==> src/rtl/zx_tape_player.sv <==
// Plays a byte image from tape RAM as ZX81-style pulse trains: a silent leader,
// then each bit MSB first as 4 (zero) or 9 (one) pulses followed by a silent gap.
module zx_tape_player #(
    parameter int unsigned PULSE_CYC  = 7800,
    parameter int unsigned GAP_CYC    = 67600,
    parameter int unsigned LEADER_CYC = 26000000
) (
    input  logic        clk_sys,
    input  logic        reset,
    input  logic        start,
    input  logic        stop,
    input  logic        add_name,
    input  logic [13:0] length,
    output logic [13:0] rd_addr,
    input  logic [7:0]  rd_data,
    output logic        tape_out,
    output logic        busy,
    output logic        done
);

    localparam int unsigned MAX_AB  = (PULSE_CYC > GAP_CYC) ? PULSE_CYC : GAP_CYC;
    localparam int unsigned MAX_CYC = (LEADER_CYC > MAX_AB) ? LEADER_CYC : MAX_AB;
    localparam int unsigned TW      = $clog2(MAX_CYC + 1);
    localparam int unsigned IW      = 14;

    localparam logic [TW-1:0] PULSE_RL  = TW'(PULSE_CYC - 1);
    localparam logic [TW-1:0] GAP_RL    = TW'(GAP_CYC - 1);
    localparam logic [TW-1:0] LEADER_RL = TW'(LEADER_CYC - 1);

    localparam logic [2:0] S_IDLE     = 3'd0;
    localparam logic [2:0] S_LEADER   = 3'd1;
    localparam logic [2:0] S_FETCH    = 3'd2;
    localparam logic [2:0] S_LATCH    = 3'd3;
    localparam logic [2:0] S_PULSE_HI = 3'd4;
    localparam logic [2:0] S_PULSE_LO = 3'd5;
    localparam logic [2:0] S_GAP      = 3'd6;
    localparam logic [2:0] S_DONE     = 3'd7;

    logic [2:0]    state,       state_n;
    logic [TW-1:0] timer,       timer_n;
    logic [IW-1:0] idx,         idx_n;
    logic [IW-1:0] len,         len_n;
    logic          name_pend,   name_n;
    logic [7:0]    shift,       shift_n;
    logic [2:0]    bits_left,   bits_n;
    logic [3:0]    pulses_left, pulses_n;
    logic [IW-1:0] rd_addr_n;
    logic          tape_n, busy_n, done_n;

    // State and output registers
    always_ff @(posedge clk_sys) begin
        if (reset) begin
            state       <= S_IDLE;
            timer       <= '0;
            idx         <= '0;
            len         <= '0;
            name_pend   <= 1'b0;
            shift       <= '0;
            bits_left   <= '0;
            pulses_left <= '0;
            rd_addr     <= '0;
            tape_out    <= 1'b0;
            busy        <= 1'b0;
            done        <= 1'b0;
        end else begin
            state       <= state_n;
            timer       <= timer_n;
            idx         <= idx_n;
            len         <= len_n;
            name_pend   <= name_n;
            shift       <= shift_n;
            bits_left   <= bits_n;
            pulses_left <= pulses_n;
            rd_addr     <= rd_addr_n;
            tape_out    <= tape_n;
            busy        <= busy_n;
            done        <= done_n;
        end
    end

    // Next-state logic; outputs are decoded from the next state so they register cleanly
    always_comb begin
        state_n   = state;
        timer_n   = (timer != '0) ? timer - TW'(1) : timer;
        idx_n     = idx;
        len_n     = len;
        name_n    = name_pend;
        shift_n   = shift;
        bits_n    = bits_left;
        pulses_n  = pulses_left;
        rd_addr_n = rd_addr;

        case (state)
            S_IDLE: begin
                if (start && !stop) begin
                    state_n   = S_LEADER;
                    timer_n   = LEADER_RL;
                    len_n     = length;
                    name_n    = add_name;
                    idx_n     = '0;
                    rd_addr_n = '0;
                end
            end
            S_LEADER: begin
                if (timer == '0) begin
                    if (len == '0 && !name_pend) begin
                        state_n = S_DONE;
                    end else begin
                        state_n = S_FETCH;
                        if (!name_pend) rd_addr_n = idx;
                    end
                end
            end
            S_FETCH: begin
                state_n = S_LATCH;
            end
            S_LATCH: begin
                shift_n  = name_pend ? 8'h80 : rd_data;
                bits_n   = 3'd7;
                pulses_n = shift_n[7] ? 4'd9 : 4'd4;
                state_n  = S_PULSE_HI;
                timer_n  = PULSE_RL;
            end
            S_PULSE_HI: begin
                if (timer == '0) begin
                    state_n = S_PULSE_LO;
                    timer_n = PULSE_RL;
                end
            end
            S_PULSE_LO: begin
                if (timer == '0) begin
                    if (pulses_left > 4'd1) begin
                        pulses_n = pulses_left - 4'd1;
                        state_n  = S_PULSE_HI;
                        timer_n  = PULSE_RL;
                    end else begin
                        state_n = S_GAP;
                        timer_n = GAP_RL;
                    end
                end
            end
            S_GAP: begin
                if (timer == '0) begin
                    if (bits_left != 3'd0) begin
                        bits_n   = bits_left - 3'd1;
                        shift_n  = {shift[6:0], 1'b0};
                        pulses_n = shift[6] ? 4'd9 : 4'd4;
                        state_n  = S_PULSE_HI;
                        timer_n  = PULSE_RL;
                    end else if (name_pend) begin
                        // Name byte does not consume an image index
                        name_n  = 1'b0;
                        state_n = (len == '0) ? S_DONE : S_FETCH;
                    end else if (idx == len - IW'(1)) begin
                        state_n = S_DONE;
                    end else begin
                        idx_n     = idx + IW'(1);
                        rd_addr_n = idx + IW'(1);
                        state_n   = S_FETCH;
                    end
                end
            end
            S_DONE: begin
                state_n = S_IDLE;
            end
            default: begin
                state_n = S_IDLE;
            end
        endcase

        if (stop) state_n = S_IDLE;

        tape_n = (state_n == S_PULSE_HI);
        busy_n = (state_n != S_IDLE);
        done_n = (state_n == S_DONE);
    end

endmodule

==> config.mk <==
export PLATFORM = sky130hd
export DESIGN_NAME = zx_tape_player
export DESIGN_NICKNAME = d
export VERILOG_FILES = /design/src/rtl/zx_tape_player.sv
export SDC_FILE = /design/constraint.sdc
export NUM_CORES = 1
export LEC_CHECK = 0
export BUFFER_PORTS_ARGS = -buffer_cell sky130_fd_sc_hd__clkbuf_2
export CAP_MARGIN = 20
export CORE_MARGIN = 3
export CORE_UTILIZATION = 56
export DETAILED_ROUTE_END_ITERATION = 12
export MAX_ROUTING_LAYER = met4
export PLACE_DENSITY = 0.75
export SYNTH_ARGS = -nofsm -noshare
export SYNTH_HDL_FRONTEND = slang
export SYNTH_SLANG_ARGS = --single-unit
==> constraint.sdc <==
create_clock -name clk_sys -period 5.3 [get_ports clk_sys]
set_clock_uncertainty 0.2 [all_clocks]
set_input_delay 1.06 -clock clk_sys [delete_from_list [all_inputs] [get_ports clk_sys]]
set_output_delay 1.06 -clock clk_sys [all_outputs]
set_load 0.01 [all_outputs]
==> metrics.csv, run 1 <==
stage,metric,value,unit
run_status,status,"complete, no violations",
grt,All-Layer GR Usage,27.2,%
synth,Netlist cell types,74,
place,port buffer count,43,
cts,clk sinks,88,
synth,Yosys Warn Count,0,
run,maximum capacitance violations,0,
route,WL final,13.5,mm
die,Placement Rows,34,
timing,normalized max-slew margin,31.4,%
place,Routability Congestion,0.930,
cts,setup bufs post-CTS,0,
synth,"FFs w/ async S/R, synth",0,%
power,Int Power,1080,uW
hold_path,hold path depth,2,
timing,FMAX,0.278,GHz
timing,unrepaired setup endpoints after global routing,no,
route,DRT iter0 DRCs,459,
power,Net Sw Power,484,uW
die,Core ar.,8930,um^2
die,initial core utilization,59.1,%
route,drt first pass iters,5,
cts,clk root buf,clkbuf_8,
power,Clk pwr share,29.8,%
die,num ports,44,
place,Setup Slack @ Placement,1780,ps
timing,crit share post-route,68.0,%
timing,worst setup margin,1700,ps
worst_setup_path,FF-to-FF path depth,10,
timing,TNS Setup,0,ps
worst_setup_path,CP Capture Type,flip-flop,
timing,count of final hold-check violations,0,
timing,# setup viols final,0,
synth,syn_area_per_cell,7.90,um^2
worst_setup_path,Setup CP Type,reg -> reg,
layout,final core utilization,64.1,%
place,Detailed Place HPWL,9.50,mm
die,DIE HEIGHT,103,um
route,DRC violations left,0,
cts,Inserted Clock Buffers,9,
route,drt wl/cell,16.8,um
layout,design area,5730,um^2
cts,post_cts resized,0,
grt,initial antenna violation count,0,
synth,Cells after Synth,669,
timing,"Slew Viols, Final",0,
power,sw frac,30.9,%
grt,largest net degree at the start of global routing,55,
layout,fraction of layout cells with a size suffix above 1,13.6,%
grt,first-pass GRT wire length,22.4,mm
power,Power Total,1560,uW
cts,Clock Latency Late Sink,370,ps
grt,number of global-route vias before repair,4535,
power,leakage,0.00212,uW
cts,CTS max path bufs,2,
synth,Syn Nets,704,
route,Post-DRT Antenna Nets,0,
hold_path,Hold Crit Class,reg -> reg,
power,Worst IR Drop VDD,0.156,mV
power,Seq pwr share,48.1,%
layout,Layout area overhead,8.36,%
worst_setup_path,Startpoint Class,flip-flop,
power,combinational power share,22.1,%
worst_setup_path,Crit Path Max Fanout,14,
cts,hold-fix buffers at CTS,0,
cts,CTS tree,yes,
die,Die Area,10600,um^2
synth,most common flop cell mapped by yosys,dfxtp_1,
worst_setup_path,CP Data Required Time,5360,ps
die,die width,103,um
synth,"FF+latch count, synth",88,
timing,Slew @ Worst Pin,1030,ps
route,vias,5008,
place,Placed Area,5500,um^2
worst_setup_path,CP Data Arrival Time,3660,ps
cts,"CTS clk-pin slew, worst paths",90,ps
cts,H-Tree Depth,3,
synth,register area share after synthesis,33.3,%
timing,minimum clock period,3600,ps
layout,# diodes,0,
power,pwr dens,273,nW/um^2
layout,Final nets,723,
grt,GRT Residual Overflow,0,
synth,number of flops mapped to enable cells by yosys,0,
synth,cell area after synthesis,5280,um^2
route,via/cell ratio,6.26,
## routing by layer
layer | GRT usage, % | part of all wire (%) | vias to the layer above
li1 | - | - | 2463
met4 | 7.57 | 1.5 | 0
met2 | 40.2 | 44 | 200
met3 | 4.74 | 7.0 | 23
met5 | - | 0 | -
met1 | 38.3 | 48 | 2322
## kinds of logic after synthesis
logic type,share of synthesized area (%)
flops,33.3
fa+ha+maj,1.89
mux,1.87
xor+xnor,7.13
simple gates,27.2
compound gates,22.5
buf+inv,6.13
## power groups by stage
stage	Sequential, uW	Clock (uW)	Combinational [uW]
after floorplan	757	0	268
after global placement	764	0	333
after detailed placement	766	0	338
after CTS	751	479	340
after global routing	759	503	384
final	752	467	346
## registers in the layout (all words and copies together) (netlist names)
signal       cells
timer           25
idx             14
rd_addr         14
len             14
bits_left        3
shift            7
done             1
state            3
pulses_left      4
tape_out         1
name_pend        1
busy             1
## worst max-delay path, cell delays in order (launching register included)
cell	delay (ps)
dfxtp_1	350
inv_1	70
ha_1	230
or4b_1	500
or4_1	540
o211ai_1	180
o21ai_0	220
o31ai_2	220
buf_4	220
a21o_2	410
mux2_1	360
## path summary, 6_finish.rpt
check | from | to | slack [ps]
max reg2reg | len[0]$_SDFFE_PP0P_ | rd_addr[10]$_SDFFE_PP0P_ | 1700
min reg2reg | rd_addr[1]$_SDFFE_PP0P_ | rd_addr[1]$_SDFFE_PP0P_ | 260
max | len[0]$_SDFFE_PP0P_ | rd_addr[10]$_SDFFE_PP0P_ | 1700
min | rd_addr[1]$_SDFFE_PP0P_ | rd_addr[1]$_SDFFE_PP0P_ | 260
## synth_stat cells (7+ instances only)
master / instances / area share, %
and3_1: 12 / 1.4
o21ai_0: 21 / 2.0
nand2_1: 73 / 5.2
a211oi_1: 17 / 2.4
nand2b_1: 12 / 1.4
o41ai_1: 9 / 1.5
clkbuf_1: 34 / 2.4
inv_1: 36 / 2.6
ha_1: 8 / 1.9
o211ai_1: 9 / 1.3
a21oi_1: 46 / 4.4
nand3_1: 18 / 1.7
nor2_1: 70 / 5.0
o22ai_1: 9 / 1.1
nor3_1: 23 / 2.2
nand4_1: 7 / 0.83
or3_1: 8 / 0.95
xnor2_1: 28 / 4.6
xor2_1: 15 / 2.5
a221oi_2: 10 / 2.8
nor4_1: 16 / 1.9
dfxtp_1: 88 / 33
## area by class of cell
cell class	instances	area (um^2)
Inverter	39	146
Clock inverter	3	42.5
Clock buffer	12	145
Fill cell	806	3210
Sequential cell	88	1760
Timing Repair Buffer	50	292
Tap cell	108	135
Multi-Input combinational cell	500	3200
## through the flow
stage / cells / hold WS [ps]
3_5_place_dp: 783 / 251
5_1_grt: 800 / 287
3_3_place_gp: 783 / 252
2_1_floorplan: 669 / 237
4_1_cts: 798 / 264
6_report: 800 / 263
## layout by cell type (no fill, tap or decap), drive strengths merged, types with 5 or more instances in the layout
cell	netlist	final
a211oi	17	17
a21oi	46	46
a221oi	12	12
a31oi	5	5
and3	12	12
buf	8	7
clkbuf	34	55
dfxtp	88	88
ha	8	8
inv	38	38
mux2i	5	5
nand2	74	74
nand2b	13	13
nand3	18	18
nand4	7	7
nand4b	5	5
nor2	70	70
nor2b	5	5
nor3	25	25
nor4	18	18
o211ai	9	9
o21ai	22	22
o22ai	9	9
o41ai	9	9
or3	9	9
or4	7	7
xnor2	28	28
xor2	15	15
Note: power is estimated with default switching activity, not from simulation.
==> run 2: changes to the inputs <==
- clock period: 5.3 -> 3.5 ns (I/O delays scaled with it)
==> metrics.csv, run 2 (synthesis gave the netlist of run 1 again) <==
stage,metric,value,unit,change
route,drt wl/cell,17.0,um,was 16.8 um
timing,crit share post-route,92.9,%,was 68.0%
power,leakage,0.00219,uW,was 0.00212 uW
worst_setup_path,r2r setup slk,250,ps,was 1700 ps
worst_setup_path,CP Data Required Time,3580,ps,was 5360 ps
place,Placed Area,5620,um^2,was 5500 um^2
layout,max FFs per register,25,,unchanged
hold_path,Hold Crit Class,reg -> reg,,unchanged
route,DRT iter0 DRCs,370,,was 459
power,pwr dens,416,nW/um^2,was 273 nW/um^2
timing,minimum clock period,3250,ps,was 3600 ps
layout,"commonest non-fill, non-tap cell in the layout",dfxtp_1,,unchanged
die,num ports,44,,unchanged
timing,FMAX,0.308,GHz,was 0.278 GHz
timing,normalized max-slew margin,51.1,%,was 31.4%
run_status,status,"complete, no violations",,unchanged
worst_setup_path,Startpoint Class,flip-flop,,unchanged
worst_setup_path,CP Capture Type,flip-flop,,unchanged
worst_setup_path,Crit Path Max Fanout,10,,was 14
power,Int Power,1660,uW,was 1080 uW
layout,fraction of layout cells with a size suffix above 1,15.4,%,was 13.6%
grt,All-Layer GR Usage,27.9,%,was 27.2%
cts,setup bufs post-CTS,0,,unchanged
cts,Inserted Clock Buffers,9,,unchanged
timing,unrepaired setup endpoints after global routing,no,,unchanged
die,Core ar.,8930,um^2,unchanged
timing,TNS Setup,0,ps,unchanged
cts,"CTS clk-pin slew, worst paths",100,ps,was 90 ps
die,die width,103,um,unchanged
place,Setup Slack @ Placement,198,ps,was 1780 ps
layout,fin cells,814,,was 800
power,combinational power share,22.6,%,was 22.1%
layout,Final nets,736,,was 723
route,drt first pass iters,5,,unchanged
timing,# setup viols final,0,,unchanged
layout,Layout area overhead,10.3,%,was 8.36%
route,via/cell ratio,6.25,,was 6.26
run,maximum capacitance violations,0,,unchanged
cts,CTS max path bufs,2,,unchanged
worst_setup_path,Worst R2R End,rd_addr[7]$_SDFFE_PP0P_,,was rd_addr[10]$_SDFFE_PP0P_
cts,Clock Latency Late Sink,360,ps,was 370 ps
worst_setup_path,critical-path cell list,inv_1 > ha_1 > or4b_1 > or4_1 > o211ai_1 > o21ai_1 > o31ai_2 > buf_4 > nand2_4 > a221oi_2,,was inv_1 > ha_1 > or4b_1 > or4_1 > o211ai_1 > o21ai_0 > o31ai_2 > buf_4 > a21o_2 > mux2_1
worst_setup_path,Critical path origin,len[0]$_SDFFE_PP0P_,,unchanged
timing,count of final hold-check violations,0,,unchanged
grt,first-pass GRT wire length,23.0,mm,was 22.4 mm
route,Post-DRT Antenna Nets,0,,unchanged
worst_setup_path,CP peak stage delay,540,ps,about the same
worst_setup_path,Top Family by Delay on Critical Path,simple AND/OR/NAND/NOR gates,,unchanged
place,cell count after placement,798,,was 783
worst_setup_path,FF-to-FF path depth,10,,unchanged
place,Detailed Place HPWL,10.0,mm,was 9.50 mm
route,WL final,13.8,mm,was 13.5 mm
worst_setup_path,CP Data Arrival Time,3330,ps,was 3660 ps
grt,largest net degree at the start of global routing,53,,was 55
layout,most frequent cells in the layout,"88 x dfxtp_1, 73 x nand2_1, 70 x nor2_1",,unchanged
power,Net Sw Power,768,uW,was 484 uW
grt,initial antenna violation count,0,,unchanged
route,vias,5091,,was 5008
timing,worst setup margin,248,ps,was 1700 ps
power,sw frac,31.6,%,was 30.9%
worst_setup_path,Buf/Inv on CP,2,,unchanged
cts,CTS tree,yes,,unchanged
place,port buffer count,43,,unchanged
worst_setup_path,crit path to,rd_addr[7]$_SDFFE_PP0P_,,was rd_addr[10]$_SDFFE_PP0P_
route,DRC violations left,0,,unchanged
timing,Slew @ Worst Pin,733,ps,was 1030 ps
power,Worst IR Drop VDD,0.269,mV,was 0.156 mV
cts,hold-fix buffers at CTS,0,,unchanged
power,Clk pwr share,30.6,%,was 29.8%
timing,"Slew Viols, Final",0,,unchanged
grt,number of global-route vias before repair,4693,,was 4535
place,Routability Congestion,0.960,,was 0.930
cts,clk root buf,clkbuf_8,,unchanged
worst_setup_path,slowest cell on the critical path,or4_1,,unchanged
die,DIE HEIGHT,103,um,unchanged
layout,# diodes,0,,unchanged
layout,design area,5830,um^2,was 5730 um^2
grt,GRT Residual Overflow,0,,unchanged
worst_setup_path,worst flop-to-flop path startpoint,len[0]$_SDFFE_PP0P_,,unchanged
worst_setup_path,Setup CP Type,reg -> reg,,unchanged
worst_setup_path,number of cells on the critical path,10,,unchanged
die,Placement Rows,34,,unchanged
cts,H-Tree Depth,3,,unchanged
layout,Reg with most FFs,timer,,unchanged
die,Die Area,10600,um^2,unchanged
die,initial core utilization,59.1,%,unchanged
power,Seq pwr share,46.8,%,was 48.1%
cts,clk sinks,88,,unchanged
[run 2: worst register-to-register path: stages, from the launching register on]
cell	delay (ps)
dfxtp_1	360
inv_1	70
ha_1	240
or4b_1	510
or4_1	540
o211ai_1	170
o21ai_1	150
o31ai_2	260
buf_4	240
nand2_4	140
a221oi_2	290
[run 2: worst min path at each step]
stage                                         start                        end  slack, ps  cells after the start
after floorplan           bits_left[0]$_SDFFE_PP0P_  bits_left[0]$_SDFFE_PP0P_        240                      1
after global placement      rd_addr[2]$_SDFFE_PP0P_    rd_addr[2]$_SDFFE_PP0P_        250                      2
after detailed placement    rd_addr[9]$_SDFFE_PP0P_    rd_addr[9]$_SDFFE_PP0P_        260                      2
after CTS                   rd_addr[9]$_SDFFE_PP0P_    rd_addr[9]$_SDFFE_PP0P_        270                      2
after global routing       rd_addr[12]$_SDFFE_PP0P_   rd_addr[12]$_SDFFE_PP0P_        290                      2
final                       rd_addr[9]$_SDFFE_PP0P_    rd_addr[9]$_SDFFE_PP0P_        270                      2
[run 2: what timing repair did]
action | in CTS | in global routing
gates resized for setup | 0 | 1
endpoints found under the setup margin | 0 | 12
endpoints found under the hold margin | 0 | 0
[run 2: final cells by class]
cell class                      instances  area, um^2
Clock buffer                           11         141
Clock inverter                          5        63.8
Fill cell                             798        3100
Inverter                               39         146
Multi-Input combinational cell        500        3200
Sequential cell                        88        1760
Tap cell                              108         135
Timing Repair Buffer                   63         378
[run 2: routing by layer]
layer	routed length, um	global-route usage, %	up-vias
met1	6480	39.0	2358
met5	0	-	-
met2	6130	40.9	227
met4	207	9.46	0
met3	1010	4.47	17
li1	-	-	2489
[run 2: stage by stage]
stage	util (%)	hold slack (ps)	total power, uW
6_report	65.3	266	2430
2_1_floorplan	-	237	1550
4_1_cts	65.3	270	2440
5_1_grt	65.3	286	2560
3_3_place_gp	63.0	248	1680
3_5_place_dp	63.0	256	1690
[run 2: power by group through the flow]
stage | logic (uW) | clock network (uW) | registers (uW)
global placement | 523 | 0 | 1150
floorplan | 406 | 0 | 1150
finish | 549 | 742 | 1140
CTS | 544 | 760 | 1130
detailed placement | 537 | 0 | 1160
global route | 608 | 804 | 1150
==> run 3: changes to the inputs <==
- BUFFER_PORTS_ARGS: -buffer_cell sky130_fd_sc_hd__clkbuf_2 -> default
- CTS_BUF_LIST: default -> sky130_fd_sc_hd__clkbuf_2 sky130_fd_sc_hd__clkbuf_4 sky130_fd_sc_hd__clkbuf_8
- DONT_BUFFER_PORTS: default -> 1
- PLACE_DENSITY: 0.75 -> 0.71
- RECOVER_POWER: default -> 25
==> metrics.csv, run 3 (synthesis gave the netlist of run 1 again) <==
stage,metric,value,unit,change
run_status,status,"complete, no violations",,unchanged
grt,global routing's busiest layer,met2,,unchanged
timing,"Slew Viols, Final",0,,unchanged
die,Die Area,10600,um^2,unchanged
worst_setup_path,Startpoint Class,flip-flop,,unchanged
worst_setup_path,Crit Path Max Fanout,7,,was 10
timing,FMAX,0.300,GHz,was 0.308 GHz
route,drt first pass iters,5,,unchanged
worst_setup_path,Setup CP Type,reg -> reg,,unchanged
place,port buffer count,0,,was 43
die,initial core utilization,59.1,%,unchanged
grt,first-pass GRT wire length,21.7,mm,was 23.0 mm
power,pwr dens,445,nW/um^2,was 416 nW/um^2
layout,Layout area overhead,6.56,%,was 10.3%
power,Power Total,2500,uW,was 2430 uW
timing,count of final hold-check violations,0,,unchanged
cts,CTS max path bufs,2,,unchanged
worst_setup_path,CP Data Required Time,3550,ps,was 3580 ps
grt,initial antenna violation count,0,,unchanged
cts,"CTS clk-pin slew, worst paths",90,ps,was 100 ps
grt,M2 GR Usage,39.3,%,was 40.9%
layout,"commonest non-fill, non-tap cell in the layout",dfxtp_1,,unchanged
die,die width,103,um,unchanged
place,Placed Area,5370,um^2,was 5620 um^2
grt,All-Layer GR Usage,26.1,%,was 27.9%
place,Detailed Place HPWL,9.26,mm,was 10.0 mm
timing,normalized max-slew margin,47.9,%,was 51.1%
timing,minimum clock period,3330,ps,was 3250 ps
cts,CTS tree,yes,,unchanged
run,maximum capacitance violations,0,,unchanged
grt,number of global-route vias before repair,4608,,was 4693
cts,clk sinks,88,,unchanged
die,num ports,44,,unchanged
grt,GRT met3 Usage,4.26,%,was 4.47%
layout,Fillers,810,,was 798
layout,fraction of layout cells with a size suffix above 1,9.67,%,was 15.4%
power,leakage,0.00201,uW,was 0.00219 uW
timing,TNS Setup,0,ps,unchanged
die,Placement Rows,34,,unchanged
grt,largest net degree at the start of global routing,87,,was 53
hold_path,Hold Crit Class,in -> reg,,was reg -> reg
timing,# setup viols final,0,,unchanged
layout,Reg with most FFs,timer,,unchanged
grt,GRT Residual Overflow,0,,unchanged
timing,unrepaired setup endpoints after global routing,no,,unchanged
power,Worst IR Drop VDD,0.239,mV,was 0.269 mV
route,DRC violations left,0,,unchanged
layout,most frequent cells in the layout,"88 x dfxtp_1, 73 x nand2_1, 70 x nor2_1",,unchanged
cts,Inserted Clock Buffers,9,,unchanged
place,Routability Congestion,0.931,,was 0.960
layout,Final nets,692,,was 736
route,vias,4857,,was 5091
route,DRT iter0 DRCs,327,,was 370
grt,grt met1 use,35.9,%,was 39.0%
timing,Slew @ Worst Pin,781,ps,was 733 ps
layout,fin cells,770,,was 814
route,drt wl/cell,17.1,um,was 17.0 um
route,Post-DRT Antenna Nets,0,,unchanged
layout,# diodes,0,,unchanged
worst_setup_path,CP Capture Type,flip-flop,,unchanged
place,cell count after placement,752,,was 798
cts,clk root buf,clkbuf_8,,unchanged
cts,H-Tree Depth,3,,unchanged
layout,design area,5630,um^2,was 5830 um^2
die,DIE HEIGHT,103,um,unchanged
cts,Clock Latency Late Sink,360,ps,about the same
die,Core ar.,8930,um^2,unchanged
worst_setup_path,CP Data Arrival Time,3380,ps,was 3330 ps
route,via/cell ratio,6.31,,was 6.25
timing,crit share post-route,95.1,%,was 92.9%
layout,final core utilization,63.0,%,was 65.3%
layout,max FFs per register,25,,unchanged
route,WL final,13.2,mm,was 13.8 mm
run 3: cell count changes in the layout (fill, tap and decap cells not counted), sizes merged:
cell | previous run | this run
clkbuf | 54 | 10
buf | 20 | 18
bufinv | 1 | 3
run 3: repair_timing:
item,in CTS,in global routing
setup endpoints to repair,0,9
hold buffers,0,0
gates resized for setup,0,1
hold endpoints to repair,0,0
setup buffers,0,2
run 3: final timing paths:
kind,cells after the start,endpoint,slack (ps),startpoint
max,9,rd_addr[10]$_SDFFE_PP0P_,170,len[0]$_SDFFE_PP0P_
min,1,state[0]$_SDFF_PP0_,210,stop
max reg2reg,9,rd_addr[10]$_SDFFE_PP0P_,170,len[0]$_SDFFE_PP0P_
min reg2reg,2,len[12]$_SDFFE_PP0P_,290,len[12]$_SDFFE_PP0P_
run 3: worst max-delay path, cell delays in order, from the launching register on:
cell	delay (ps)
dfxtp_1	360
inv_1	70
ha_1	240
or4b_1	510
or4_1	530
o211ai_1	150
o21ai_1	160
o31ai_2	370
a21o_2	310
mux2_1	330
run 3: metal layers:
layer	up-vias	wire, um
met1	2271	6310
met4	0	184
met2	173	5830
li1	2396	-
met5	-	0
met3	17	830
run 3: per-stage QoR:
step	worst slack, ps	hold slack [ps]
floorplan	471	237
global placement	278	247
detailed placement	213	274
CTS	185	196
global route	1.83	194
finish	170	212
run 3: power breakdown:
group          switching (uW)  internal (uW)  leakage [uW]
sequential               74.3           1070      0.000717
combinational             277            213       0.00117
clock                     387            483      0.000122
total                     738           1760       0.00201
run 3: cell type report:
type | count | area (um^2) | share of cell area [%]
Clock buffer | 9 | 124 | 2.20
Clock inverter | 7 | 126 | 2.24
Inverter | 39 | 146 | 2.60
Multi-Input combinational cell | 500 | 3200 | 56.8
Sequential cell | 88 | 1760 | 31.3
Tap cell | 108 | 135 | 2.40
Timing Repair Buffer | 19 | 139 | 2.47
